**config.mk**
```make
export PLATFORM = sky130hd
export DESIGN_NAME = sd_stream_scheduler
export DESIGN_NICKNAME = d
export VERILOG_FILES = /design/src/rtl/sd_stream_pkg.sv /design/src/rtl/song_menu_counter.sv /design/src/rtl/sd_stream_scheduler.sv
export SDC_FILE = /design/constraint.sdc
export NUM_CORES = 1
export LEC_CHECK = 0
export CAP_MARGIN = 20
export CORE_MARGIN = 1
export CORE_UTILIZATION = 42
export DETAILED_ROUTE_END_ITERATION = 8
export HOLD_SLACK_MARGIN = 0.03
export PLACE_DENSITY = 0.78
export SYNTH_ARGS = -nofsm -noshare
export SYNTH_HDL_FRONTEND = slang
export SYNTH_HIERARCHICAL = 1
export SYNTH_SLANG_ARGS = --single-unit
export TNS_END_PERCENT = 50
```
**constraint.sdc**
```tcl
create_clock -name clk_in -period 4.4 [get_ports clk_in]
set_clock_uncertainty 0.05 [all_clocks]
set_input_delay 0.44 -clock clk_in [delete_from_list [all_inputs] [get_ports clk_in]]
set_output_delay 0.44 -clock clk_in [all_outputs]
set_load 0.05 [all_outputs]
```
**src/rtl/sd_stream_pkg.sv**
```systemverilog
// Shared types and defaults for the SD-card song streaming scheduler.
package sd_stream_pkg;

  typedef enum logic [2:0] {
    ST_IDLE      = 3'd0,
    ST_CHECK     = 3'd1,
    ST_FETCH     = 3'd2,
    ST_WAIT_DONE = 3'd3,
    ST_DRAIN     = 3'd4
  } state_t;

  localparam int DEF_BLOCK_BYTES = 512;
  localparam int DEF_FIFO_DEPTH  = 4096;
  localparam int DEF_ADDR_STEP   = 512;

endpackage

```
**src/rtl/song_menu_counter.sv**
```systemverilog
// Wrap-around menu selection counter driven by debounced up/down pulses.
module song_menu_counter
  import sd_stream_pkg::*;
#(
  parameter  int NUM_SONGS = 4,
  localparam int SONG_W    = (NUM_SONGS > 1) ? $clog2(NUM_SONGS) : 1
) (
  input  logic              clk_in,
  input  logic              rst_in,
  input  logic              en,
  input  logic              up_in,
  input  logic              down_in,
  output logic [SONG_W-1:0] song_num
);

  localparam logic [SONG_W-1:0] LAST_SONG = SONG_W'(NUM_SONGS - 1);

  logic [SONG_W-1:0] song_num_r;

  // Selection register: up has priority over down, both wrap at the table ends.
  always_ff @(posedge clk_in or posedge rst_in) begin
    if (rst_in) begin
      song_num_r <= {SONG_W{1'b0}};
    end else if (en && up_in) begin
      song_num_r <= (song_num_r == {SONG_W{1'b0}}) ? LAST_SONG : song_num_r - SONG_W'(1);
    end else if (en && down_in) begin
      song_num_r <= (song_num_r == LAST_SONG) ? {SONG_W{1'b0}} : song_num_r + SONG_W'(1);
    end else begin
      song_num_r <= song_num_r;
    end
  end

  assign song_num = song_num_r;

endmodule

```
**src/rtl/sd_stream_scheduler.sv**
```systemverilog
// Picks a song from the address table and streams its SD blocks into the audio FIFO,
// one outstanding block read at a time, with pause, stop, loop and read-timeout handling.
module sd_stream_scheduler
  import sd_stream_pkg::*;
#(
  parameter  int NUM_SONGS      = 4,
  parameter  int ADDR_W         = 32,
  parameter  int BLOCK_BYTES    = DEF_BLOCK_BYTES,
  parameter  int ADDR_STEP      = DEF_ADDR_STEP,
  parameter  int FIFO_DEPTH     = DEF_FIFO_DEPTH,
  parameter  int TIMEOUT_CYCLES = 2000000,
  localparam int SONG_W         = (NUM_SONGS > 1) ? $clog2(NUM_SONGS) : 1,
  localparam int LVL_W          = $clog2(FIFO_DEPTH) + 1
) (
  input  logic                          clk_in,
  input  logic                          rst_in,
  input  logic [NUM_SONGS*ADDR_W-1:0]   song_start_flat,
  input  logic [NUM_SONGS*ADDR_W-1:0]   song_end_flat,
  input  logic                          up_in,
  input  logic                          down_in,
  input  logic                          select_in,
  input  logic                          stop_in,
  input  logic                          pause_in,
  input  logic                          loop_in,
  input  logic [LVL_W-1:0]              fifo_level,
  input  logic                          sd_done,
  output logic                          read_block,
  output logic [ADDR_W-1:0]             address,
  output logic [SONG_W-1:0]             song_num,
  output logic                          stream_en,
  output logic                          song_done,
  output logic                          sd_error,
  output logic [2:0]                    state_out
);

  localparam int TMR_W = $clog2(TIMEOUT_CYCLES + 1);
  localparam logic [TMR_W-1:0]  TMR_LAST = TMR_W'(TIMEOUT_CYCLES - 1);
  localparam logic [LVL_W:0]    ROOM_MAX = (LVL_W + 1)'(FIFO_DEPTH - BLOCK_BYTES);
  localparam logic [ADDR_W-1:0] STEP     = ADDR_W'(ADDR_STEP);

  state_t            state_r, state_s;
  logic [ADDR_W-1:0] cur_addr_r, cur_addr_s, end_addr_r, end_addr_s;
  logic [ADDR_W-1:0] start_addr_r, start_addr_s, address_r, address_s;
  logic [TMR_W-1:0]  timer_r, timer_s;
  logic              read_block_r, read_block_s, stream_en_r, stream_en_s;
  logic              song_done_r, song_done_s, sd_error_r, sd_error_s;
  logic              stop_pend_r, stop_pend_s, stop_seen_s;
  logic              room_s, menu_en_s;
  logic [ADDR_W-1:0] tbl_start_s, tbl_end_s;

  assign tbl_start_s = song_start_flat[int'(song_num) * ADDR_W +: ADDR_W];
  assign tbl_end_s   = song_end_flat[int'(song_num) * ADDR_W +: ADDR_W];
  assign room_s      = ({1'b0, fifo_level} <= ROOM_MAX);
  assign menu_en_s   = (state_r == ST_IDLE) && !select_in;
  assign stop_seen_s = stop_pend_r | stop_in;

  song_menu_counter #(.NUM_SONGS(NUM_SONGS)) u_menu (
    .clk_in  (clk_in),
    .rst_in  (rst_in),
    .en      (menu_en_s),
    .up_in   (up_in),
    .down_in (down_in),
    .song_num(song_num)
  );

  // Next-state and next-output decode; a stop during a read is deferred until it resolves.
  always_comb begin
    state_s      = state_r;
    cur_addr_s   = cur_addr_r;
    end_addr_s   = end_addr_r;
    start_addr_s = start_addr_r;
    address_s    = address_r;
    timer_s      = timer_r;
    read_block_s = 1'b0;
    song_done_s  = 1'b0;
    stream_en_s  = stream_en_r;
    sd_error_s   = sd_error_r;
    stop_pend_s  = stop_pend_r;
    case (state_r)
      ST_IDLE: begin
        stop_pend_s = 1'b0;
        timer_s     = {TMR_W{1'b0}};
        if (select_in) begin
          start_addr_s = tbl_start_s;
          cur_addr_s   = tbl_start_s;
          end_addr_s   = tbl_end_s;
          sd_error_s   = 1'b0;
          state_s      = ST_CHECK;
        end else begin
          state_s = ST_IDLE;
        end
      end
      ST_CHECK: begin
        if (stop_in) begin
          stream_en_s = 1'b0;
          state_s     = ST_IDLE;
        end else if (cur_addr_r >= end_addr_r) begin
          state_s = ST_DRAIN;
        end else if (!pause_in && room_s) begin
          read_block_s = 1'b1;
          address_s    = cur_addr_r;
          state_s      = ST_FETCH;
        end else begin
          state_s = ST_CHECK;
        end
      end
      ST_FETCH: begin
        timer_s     = {TMR_W{1'b0}};
        stop_pend_s = stop_seen_s;
        state_s     = ST_WAIT_DONE;
      end
      ST_WAIT_DONE: begin
        if (sd_done) begin
          cur_addr_s = cur_addr_r + STEP;
          timer_s    = {TMR_W{1'b0}};
          if (stop_seen_s) begin
            stream_en_s = 1'b0;
            state_s     = ST_IDLE;
          end else begin
            stream_en_s = 1'b1;
            state_s     = ST_CHECK;
          end
        end else if (timer_r == TMR_LAST) begin
          timer_s     = {TMR_W{1'b0}};
          sd_error_s  = 1'b1;
          stream_en_s = 1'b0;
          state_s     = ST_IDLE;
        end else begin
          timer_s     = timer_r + TMR_W'(1);
          stop_pend_s = stop_seen_s;
          state_s     = ST_WAIT_DONE;
        end
      end
      ST_DRAIN: begin
        if (stop_in) begin
          stream_en_s = 1'b0;
          state_s     = ST_IDLE;
        end else if (fifo_level == {LVL_W{1'b0}}) begin
          if (loop_in) begin
            cur_addr_s = start_addr_r;
            state_s    = ST_CHECK;
          end else begin
            song_done_s = 1'b1;
            stream_en_s = 1'b0;
            state_s     = ST_IDLE;
          end
        end else begin
          state_s = ST_DRAIN;
        end
      end
      default: begin
        stream_en_s = 1'b0;
        state_s     = ST_IDLE;
      end
    endcase
  end

  // State and registered-output update.
  always_ff @(posedge clk_in or posedge rst_in) begin
    if (rst_in) begin
      state_r      <= ST_IDLE;
      cur_addr_r   <= {ADDR_W{1'b0}};
      end_addr_r   <= {ADDR_W{1'b0}};
      start_addr_r <= {ADDR_W{1'b0}};
      address_r    <= {ADDR_W{1'b0}};
      timer_r      <= {TMR_W{1'b0}};
      read_block_r <= 1'b0;
      song_done_r  <= 1'b0;
      stream_en_r  <= 1'b0;
      sd_error_r   <= 1'b0;
      stop_pend_r  <= 1'b0;
    end else begin
      state_r      <= state_s;
      cur_addr_r   <= cur_addr_s;
      end_addr_r   <= end_addr_s;
      start_addr_r <= start_addr_s;
      address_r    <= address_s;
      timer_r      <= timer_s;
      read_block_r <= read_block_s;
      song_done_r  <= song_done_s;
      stream_en_r  <= stream_en_s;
      sd_error_r   <= sd_error_s;
      stop_pend_r  <= stop_pend_s;
    end
  end

  assign read_block = read_block_r;
  assign address    = address_r;
  assign stream_en  = stream_en_r;
  assign song_done  = song_done_r;
  assign sd_error   = sd_error_r;
  assign state_out  = state_r;

endmodule

```
==> flow_summary_export.csv, run 1 <==
group,metric,value,unit
yosys,yosysSeqAreaShare,41.95,%
cts,cts_tree,"done",
global_routing,grt-ovfl-total,0,
cts,clockBufferDepth,2,
final_layout,post-route-util,61.55,%
global_routing,grt_pass1_wl,44840,µm
drt,drc,10,
die,num_rows,54,
global_routing,grt_pass1_vias,8628,
cts,numCtsBuffers,17,
final_layout,final_cell_mix,"318 x clkdlybuf4s50_1, 157 x dfrtp_1, 95 x o21ai_0",
yosys,synthMuxAreaShare,22.91,%
cts,clk_pin_slew,60,ps
setup_path,cp-start-kind,"flop",
final_layout,area_delta_synth_final,42.49,%
cts,cts_setup_buffers,0,
die,io_pins,319,
setup_path,rrSetupSlack,1380,ps
power,p_leak,5.462,nW
setup_path,rr_startpoint,"cur_addr_r[15]",
timing,setup_viol,0,
yosys,synth-async-reset-ratio,100.0,%
yosys,synth_edf_count,0,
die,dieArea,23190,µm²
place,hpwl,21110,µm
setup_path,slowest_delay,480,ps
min_path,hold_class,"primary input to asynchronous set/reset pin",
die,initial_utilization,43.20,%
final_layout,fillers,1780,
setup_path,crit_chain,"ha_1, nand2_1, nor4_1, or4b_1, a31oi_1, nor3_4, buf_4, mux2_2",
die,fp.dieW,152.3,µm
yosys,syn_area,9485,µm²
power,report.power.total,0.008946,W
power,peakVddDrop,0.4070,mV
final_layout,drive_above_1_share,16.30,%
setup_path,critPathSlowestCell,"or4b_1",
final_layout,final_nets,1473,
yosys,ys_types,63,
timing,hold_viol_final,0,
timing,max_clock_freq,0.3313,GHz
global_routing,grt_max_degree,129,
drt,drt-wirelength-per-cell,19.33,µm
yosys,synth_top_family_by_area,"multiplexers",
cts,htree_levels,4,
place,routabilityCongestion,0.8208,
timing,hold_ws,194.1,ps
power,power_density,661.9,nW/µm²
yosys,ys.flop_type,"dfrtp_1",
run_status,violations,"design-rule violations",
setup_path,crit_buf_inv,1,
run_status,outcome,"complete, but fails checks",
cts,cts.sinks,159,
setup_path,r2r_end,"address[4]",
setup_path,crit_fanout,34,
drt,ant_nets,0,
drt,initialDrtViolationCount,451,
yosys,synth-simple-area-share,11.34,%
timing,period_minus_slack,3019,ps
global_routing,track_usage,24.82,%
drt,finalWirelength,28060,µm
yosys,yosysWarnings,6,
global_routing,antenna_found_initial,0,
yosys,synthCells,868,
cts,insertion_delay,440,ps
yosys,synth_xor_area_share,0.3693,%
yosys,syn_avg_cell_area,10.93,µm²
yosys,synth_compound_area_share,14.33,%
timing,slew_headroom,46.29,%
setup_path,critPathKind,"flop to flop",
final_layout,n_antenna_cell,0,
yosys,synth_adder_area_share,4.749,%
setup_path,required,4670,ps
setup_path,cp-end-kind,"flop",
yosys,synth.ff_latch_count,159,
drt,num_vias,8308,
job,cap_viol_max_count,0,
timing,timing.final.crit_share,68.61,%
drt,vias_per_cell,5.722,
die,dieHeight,152.3,µm
final_layout,final_common_cell,"clkdlybuf4s50_1",
die,core,21960,µm²
timing,tightest_slew,805.7,ps
timing,tns,0,ps
drt,first_pass_iters,7,
cts,cts_hold_repair.buffers,0,
cts,cts_root_buf,"clkbuf_16",
timing,slew_viol_final,0,
cts,cts-resized-gates,0,
setup_path,cp.arrival,3280,ps
setup_path,reg2regPathDepth,8,
yosys,synth_nets,1182,
timing,rsz0062_at_grt,"false",
place,portBuffers,318,
setup_path,critPathTopFamily,"simple AND/OR/NAND/NOR gates",
per-stage QoR:
step                instance area [µm²]  setup slack, ps  std cells
CTS                               13520             1396       1452
global route                      13520             1241       1452
global placement                  12920             1295       1420
floorplan                          9489             1733        868
finish                            13520             1381       1452
detailed placement                12920             1161       1420
cells in the mapped netlist (2+ instances only):
library cell,n,area (µm²)
dfrtp_1,159,3979
a22oi_1,19,142.6
mux4_2,64,1441
nand4_1,11,68.82
and2_1,3,18.77
or3b_2,2,17.52
a21oi_1,41,205.2
nand3_1,16,80.08
nor4_1,8,50.05
a221oi_1,11,96.34
clkbuf_1,41,153.9
or2_2,2,12.51
buf_2,14,70.07
or3_1,3,18.77
nor3_1,14,70.07
o2bb2ai_1,5,43.79
and4_1,7,61.31
nor4_2,2,25.02
o22ai_1,3,18.77
o21ai_0,95,475.5
and3_1,7,43.79
inv_1,43,161.4
o21a_1,2,15.01
nand2_1,77,289.0
or4_1,2,15.01
xnor2_1,3,26.28
o41ai_1,2,17.52
nand2b_1,3,18.77
nor3b_1,3,22.52
o211ai_1,2,15.01
o31a_1,5,43.79
mux2_2,65,732.0
ha_1,36,450.4
a211oi_1,3,22.52
o31ai_1,4,30.03
a22o_1,5,43.79
nor2_1,43,161.4
a31oi_1,16,100.1
or4b_1,2,20.02
buf_1,2,7.510
final cells by class:
cell class / instances / area (µm²) / share of cell area, %
clock buffers: 19 / 442.9 / 3.277
well taps: 280 / 350.3 / 2.592
repair buffers: 332 / 3301 / 24.42
clock inverters: 13 / 155.1 / 1.148
inverters: 43 / 165.2 / 1.222
flip-flops and latches: 159 / 3984 / 29.48
multi-input cells: 606 / 5117 / 37.86
how the worst max path moves through the flow:
stage                      to  depth (start not counted)               start  slack [ps]
2_1_floorplan  end_addr_r[29]                          6  u_menu/song_num[0]        1730
3_3_place_gp   cur_addr_r[21]                          7       fifo_level[4]        1300
3_5_place_dp   cur_addr_r[21]                          7       fifo_level[4]        1160
4_1_cts            address[4]                          8      cur_addr_r[15]        1400
5_1_grt            address[4]                          8      cur_addr_r[15]        1240
6_report           address[4]                          8      cur_addr_r[15]        1380
where the power goes:
part,switching (W),internal (W)
clock,0.000637,0.000863
sequential,0.000678,0.00210
combinational,0.00252,0.00215
kinds of logic (layout without fill, tap and decap cells):
logic type / count (synthesis) / count (layout)
simple gates: 214 / 214
mux: 129 / 129
flops: 159 / 159
buf+inv: 103 / 407
fa+ha+maj: 36 / 36
compound gates: 223 / 223
xor+xnor: 4 / 4
flip-flops by register name (all words and copies together), names as in the netlist:
name / cells
u_menu/song_num: 2
state_out: 3
stop_pend_r: 1
sd_error: 1
song_done: 1
timer_r: 21
end_addr_r: 32
stream_en: 1
address: 32
cur_addr_r: 32
start_addr_r: 32
read_block: 1
routing by layer:
layer	part of all wire (%)	routed length [µm]	GRT usage, %	up-vias
met5	0	0	0	-
met1	39	10960	29.94	4066
met4	1.9	529	7.289	0
met2	53	14910	44.90	338
li1	-	-	-	3868
met3	5.9	1665	4.693	36
Power figures use the tool's default switching activity.
==> inputs of run 2 (changes only) <==
clock period = 2.65 ns   (was 4.4 ns; I/O delays follow)
==> flow_summary_export.csv, run 2 (same netlist as run 1, synthesis figures left out) <==
group,metric,value,unit
cts,htree_levels,4,
drt,drc,10,
timing,max_clock_freq,0.3698,GHz
die,fp.dieW,152.3,µm
place,post-place-ws,-137.1,ps
timing,tightest_slew,619.6,ps
timing,slew_headroom,58.61,%
timing,fin_ws,-53.94,ps
min_path,min_to,"song_done",
drt,first_pass_iters,7,
power,peakVddDrop,0.6199,mV
run_status,outcome,"complete, but fails checks",
job,cap_viol_max_count,0,
drt,vias_per_cell,5.750,
setup_path,crit_fanout,15,
die,dieArea,23190,µm²
min_path,hold_class,"primary input to flop",
power,power_density,1107,nW/µm²
global_routing,grt_pass1_vias,8807,
power,share_comb_of_total_power,56.8,%
place,hpwl,23010,µm
power,report.power.total,0.01571,W
power,power_switching,0.006796,W
die,dieHeight,152.3,µm
timing,period_minus_slack,2704,ps
setup_path,cp.arrival,2980,ps
power,p_leak,5.822,nW
setup_path,rrSetupSlack,-50,ps
global_routing,grt_max_degree,58,
cts,cts_root_buf,"clkbuf_16",
die,num_rows,54,
setup_path,rr_startpoint,"cur_addr_r[8]",
timing,hold_viol_final,0,
cts,numCtsBuffers,17,
setup_path,reg2regPathDepth,9,
power,clkPwrFrac,15.8,%
power,sequentialPowerShare,27.4,%
timing,slew_viol_final,0,
timing,tns,-1107,ps
cts,cts.sinks,159,
drt,finalWirelength,29290,µm
die,core,21960,µm²
final_layout,drive_above_1_share,21.43,%
timing,hold_ws,415.7,ps
place,placed_cell_area,13430,µm²
setup_path,required,2930,ps
setup_path,cp-start-kind,"flop",
drt,drt-wirelength-per-cell,19.36,µm
drt,initialDrtViolationCount,585,
global_routing,grt-ovfl-total,0,
min_path,min-delay-start,"loop_in",
final_layout,area_delta_synth_final,49.69,%
cts,clk_pin_slew,70,ps
run_status,violations,"design-rule violations, negative setup slack",
min_path,worstHoldPathCells,2,
cts,cts_tree,"done",
final_layout,fillers,1649,
drt,num_vias,8700,
die,initial_utilization,43.20,%
final_layout,final_cell_mix,"317 x clkdlybuf4s50_1, 157 x dfrtp_1, 95 x o21ai_0",
global_routing,track_usage,25.75,%
final_layout,final_common_cell,"clkdlybuf4s50_1",
setup_path,r2r_end,"address[14]",
setup_path,crit_path_start,"cur_addr_r[8]",
timing,timing.final.crit_share,102.0,%
setup_path,cp-end-kind,"flop",
cts,clockBufferDepth,2,
global_routing,antenna_found_initial,1,
cts,insertion_delay,450,ps
place,portBuffers,318,
timing,setup_viol,32,
power,sw_frac_of_total,43.25,%
drt,ant_nets,0,
power,p_int,0.008918,W
place,routabilityCongestion,0.8775,
die,io_pins,319,
global_routing,grt_pass1_wl,46220,µm
setup_path,critPathKind,"flop to flop",
final_layout,fin_area,14200,µm²
final_layout,final_nets,1533,
timing,rsz0062_at_grt,"true",
-- run 2: final cells by class --
class | instances | area, µm² | share of cell area [%]
diodes | 1 | 2.502 | 0.01762
flip-flops and latches | 159 | 3984 | 28.06
inverters | 43 | 165.2 | 1.163
well taps | 280 | 350.3 | 2.467
multi-input cells | 606 | 5223 | 36.78
clock inverters | 15 | 181.4 | 1.278
clock buffers | 17 | 425.4 | 2.996
repair buffers | 392 | 3867 | 27.24
-- run 2: critical path, cell delays in order, from the launching register on --
cell	delay (ps)
dfrtp_1	440
ha_4	290
nand2_2	60
nor4_4	320
or4b_4	530
a31oi_4	240
nor3_4	70
buf_4	160
buf_12	140
mux2_2	280
-- run 2: layer usage --
metal / vias up / global-route usage [%] / wire [µm]
met4: 0 / 9.621 / 770
li1: 4004 / - / -
met5: - / 0 / 0
met1: 4293 / 30.23 / 10970
met2: 351 / 46.46 / 15710
met3: 52 / 5.119 / 1838
-- run 2: timing repair --
action | CTS | global route
gates cloned | 0 | 0
endpoints found under the setup margin | 33 | 43
hold buffers | 1 | 0
hold endpoints to repair | 2 | 0
pin swaps | 3 | 4
setup buffers | 2 | 3
resized for setup | 4 | 12
-- run 2: worst max-delay path by stage --
stage / endpoint / slack [ps] / cells after the start
floorplan: end_addr_r[29] / -20 / 6
global placement: address[2] / -20 / 9
detailed placement: address[14] / -140 / 8
CTS: address[14] / 20 / 10
global route: address[14] / -140 / 9
finish: address[14] / -50 / 9
-- run 2: per-stage QoR --
stage          instances  util (%)
2_1_floorplan        868         -
4_1_cts             1508     64.13
6_report            1513     64.66
3_5_place_dp        1473     61.14
3_3_place_gp        1473     61.14
5_1_grt             1513     64.66
-- run 2: power groups by stage --
| stage | clock network (W) | logic (W) | registers, W |
|---|---|---|---|
| after floorplan | 0 | 0.00473 | 0.00505 |
| after global placement | 0 | 0.00842 | 0.00430 |
| after detailed placement | 0 | 0.00862 | 0.00435 |
| after CTS | 0.00253 | 0.00870 | 0.00430 |
| after global routing | 0.00261 | 0.00966 | 0.00444 |
| final | 0.00248 | 0.00892 | 0.00431 |
==> inputs of run 3 (changes only) <==
CTS_BUF_LIST = sky130_fd_sc_hd__clkbuf_16   (was unset)
PLACE_DENSITY = 0.77   (was 0.78)
SLEW_MARGIN = 5   (was unset)
SYNTH_HIERARCHICAL = unset   (was 1)
==> flow_summary_export.csv, run 3 <==
group,metric,value,unit
yosys,synth_top_area_cell,"dfrtp_1",
min_path,min-delay-start,"stream_en",
die,dieArea,23290,µm²
power,p_leak,6.005,nW
yosys,ys_types,58,
setup_path,crit_fanout,6,
die,fp.dieW,152.6,µm
setup_path,critPathTopFamily,"simple AND/OR/NAND/NOR gates",
setup_path,slowest_delay,510,ps
cts,cts_tree,"done",
final_layout,fillers,1688,
cts,clk_pin_slew,70,ps
die,initial_utilization,43.26,%
yosys,ys_top_cells_by_area,"dfrtp_1 42%, mux4_2 15%, ha_1 4.7%",
yosys,ys.flop_type,"dfrtp_1",
final_layout,final_cell_mix,"317 x clkdlybuf4s50_1, 157 x dfrtp_1, 73 x o21ai_0",
setup_path,rrSetupSlack,-260,ps
cts,clockBufferDepth,2,
yosys,syn_area,9529,µm²
place,hpwl,22220,µm
setup_path,required,2920,ps
global_routing,grt-ovfl-total,0,
global_routing,track_usage,26.11,%
yosys,syn_avg_cell_area,11.25,µm²
min_path,hold_class,"flop to flop",
place,post-place-ws,-241.2,ps
yosys,synth_commonest_cells,"159 x dfrtp_1, 74 x o21ai_0, 70 x nand2_1",
place,routabilityCongestion,0.8962,
power,sw_frac_of_total,41.65,%
drt,drc,7,
run_status,outcome,"complete, but fails checks",
global_routing,grt_pass1_wl,46710,µm
setup_path,cp.arrival,3180,ps
power,share_comb_of_total_power,58.5,%
setup_path,crit_cells,9,
setup_path,cpMostUsedCell,"nor4_4",
die,dieHeight,152.6,µm
setup_path,r2r_end,"address[14]",
drt,ant_nets,0,
timing,timing.final.crit_share,109.9,%
die,core,22030,µm²
die,num_rows,54,
final_layout,fin_area,14470,µm²
setup_path,cp-end-kind,"flop",
final_layout,multi_input_area,5446,µm²
timing,slew_viol_final,0,
yosys,yosysMostFrequentCell,"dfrtp_1",
job,cap_viol_max_count,0,
drt,initialDrtViolationCount,590,
yosys,synth-async-reset-ratio,100.0,%
setup_path,crit_chain,"ha_4, nand2_4, nor4_4, or4b_4, a311oi_4, nor4_4, buf_6, buf_16, mux2_4",
timing,max_clock_freq,0.3432,GHz
setup_path,critPathKind,"flop to flop",
setup_path,reg2regPathDepth,9,
power,peakVddDrop,0.7664,mV
global_routing,antenna_found_initial,0,
place,portBuffers,318,
timing,hold_viol_final,0,
drt,first_pass_iters,9,
drt,vias_per_cell,5.666,
final_layout,drive_above_1_share,23.43,%
final_layout,final_nets,1530,
yosys,yosysWarnings,0,
power,clkPwrFrac,15.8,%
power,sequentialPowerShare,25.7,%
drt,finalWirelength,30290,µm
yosys,synth_edf_count,0,
timing,period_minus_slack,2913,ps
die,io_pins,319,
global_routing,grt_max_degree,58,
power,p_int,0.009776,W
drt,num_vias,8550,
min_path,min_to,"stream_en",
cts,htree_levels,4,
run_status,violations,"design-rule violations, negative setup slack",
final_layout,seqCellArea,3986,µm²
power,power_switching,0.006979,W
place,placed_cell_area,13380,µm²
setup_path,crit_buf_inv,2,
global_routing,grt_pass1_vias,8804,
final_layout,area_delta_synth_final,51.86,%
setup_path,rr_startpoint,"cur_addr_r[10]",
timing,slew_headroom,53.88,%
cts,insertion_delay,430,ps
final_layout,n_antenna_cell,0,
setup_path,crit_path_start,"cur_addr_r[10]",
cts,cts_root_buf,"clkbuf_16",
timing,tightest_slew,691.8,ps
yosys,yosysSeqAreaShare,41.75,%
min_path,worstHoldPathCells,1,
yosys,synth.ff_latch_count,159,
setup_path,cp-start-kind,"flop",
setup_path,critPathSlowestCell,"or4b_4",
power,report.power.total,0.01675,W
yosys,synth_top_area_share,41.75,%
power,power_density,1158,nW/µm²
timing,rsz0062_at_grt,"true",
yosys,synth_nets,1161,
drt,drt-wirelength-per-cell,20.07,µm
yosys,synthCells,847,
cts,cts.sinks,159,
timing,fin_ws,-263.4,ps
timing,setup_viol,35,
final_layout,final_common_cell,"clkdlybuf4s50_1",
cts,numCtsBuffers,17,
==> run 3: cell count changes after synthesis, sizes merged, moves of 4 or more <==
cell	delta
a221oi	-4
a22o	+6
a31oi	-11
and3	+5
and4	-4
buf	-5
clkbuf	-6
nand2	-6
nand4	+4
nor2	+14
nor3	-4
o21ai	-22
xor2	+10
==> run 3: worst max-delay path by stage <==
stage | endpoint | slack [ps]
CTS | address[8] | -120
global placement | address[29] | -210
detailed placement | address[18] | -240
global route | address[14] | -290
finish | address[14] | -260
floorplan | address[10] | -60
==> run 3: final cells by class <==
type | instances | area share, %
Multi-Input combinational cell | 593 | 37.64
Sequential cell | 159 | 27.55
Timing Repair Buffer | 399 | 26.81
Clock buffer | 17 | 2.940
Tap cell | 280 | 2.421
Clock inverter | 15 | 1.427
Inverter | 46 | 1.219
==> run 3: power by group through the flow <==
stage	registers [W]	logic (W)	clock network, W
final	0.00430	0.00980	0.00265
after detailed placement	0.00427	0.00875	0
after global placement	0.00424	0.00856	0
after global routing	0.00441	0.0106	0.00277
after CTS	0.00426	0.00935	0.00267
after floorplan	0.00501	0.00496	0
==> run 3: kinds of logic after synthesis <==
group | Yosys count | share of synthesized area [%]
xor+xnor | 16 | 1.471
flops | 159 | 41.75
simple gates | 220 | 11.41
fa+ha+maj | 36 | 4.727
compound gates | 192 | 12.63
mux | 129 | 23.95
buf+inv | 95 | 4.057
==> run 3: routing by layer <==
| metal | routed length (µm) | GRT usage (%) | vias to the layer above |
|---|---|---|---|
| met3 | 2048 | 5.432 | 53 |
| met5 | 0 | 0 | - |
| li1 | - | - | 3922 |
| met1 | 11410 | 31.20 | 4188 |
| met4 | 897 | 9.476 | 0 |
| met2 | 15930 | 46.37 | 387 |
==> run 3: per-stage QoR <==
step                util (%)  hold WS [ps]  instances  setup TNS (ps)
floorplan                  -         327.7        847           -2200
global placement       60.74         412.0       1455           -5807
detailed placement     60.74         425.0       1455           -6948
CTS                    64.97         440.4       1508          -846.4
global route           65.70         457.9       1509           -7821
finish                 65.70         437.5       1509           -6871
==> run 3: what timing repair did <==
action	4_1_cts	5_1_grt
hold buffers	1	0
setup endpoints to repair	33	36
pin swaps	13	19
cloned	2	0
setup buffers	19	6
hold endpoints to repair	1	0
gates resized for setup	17	27
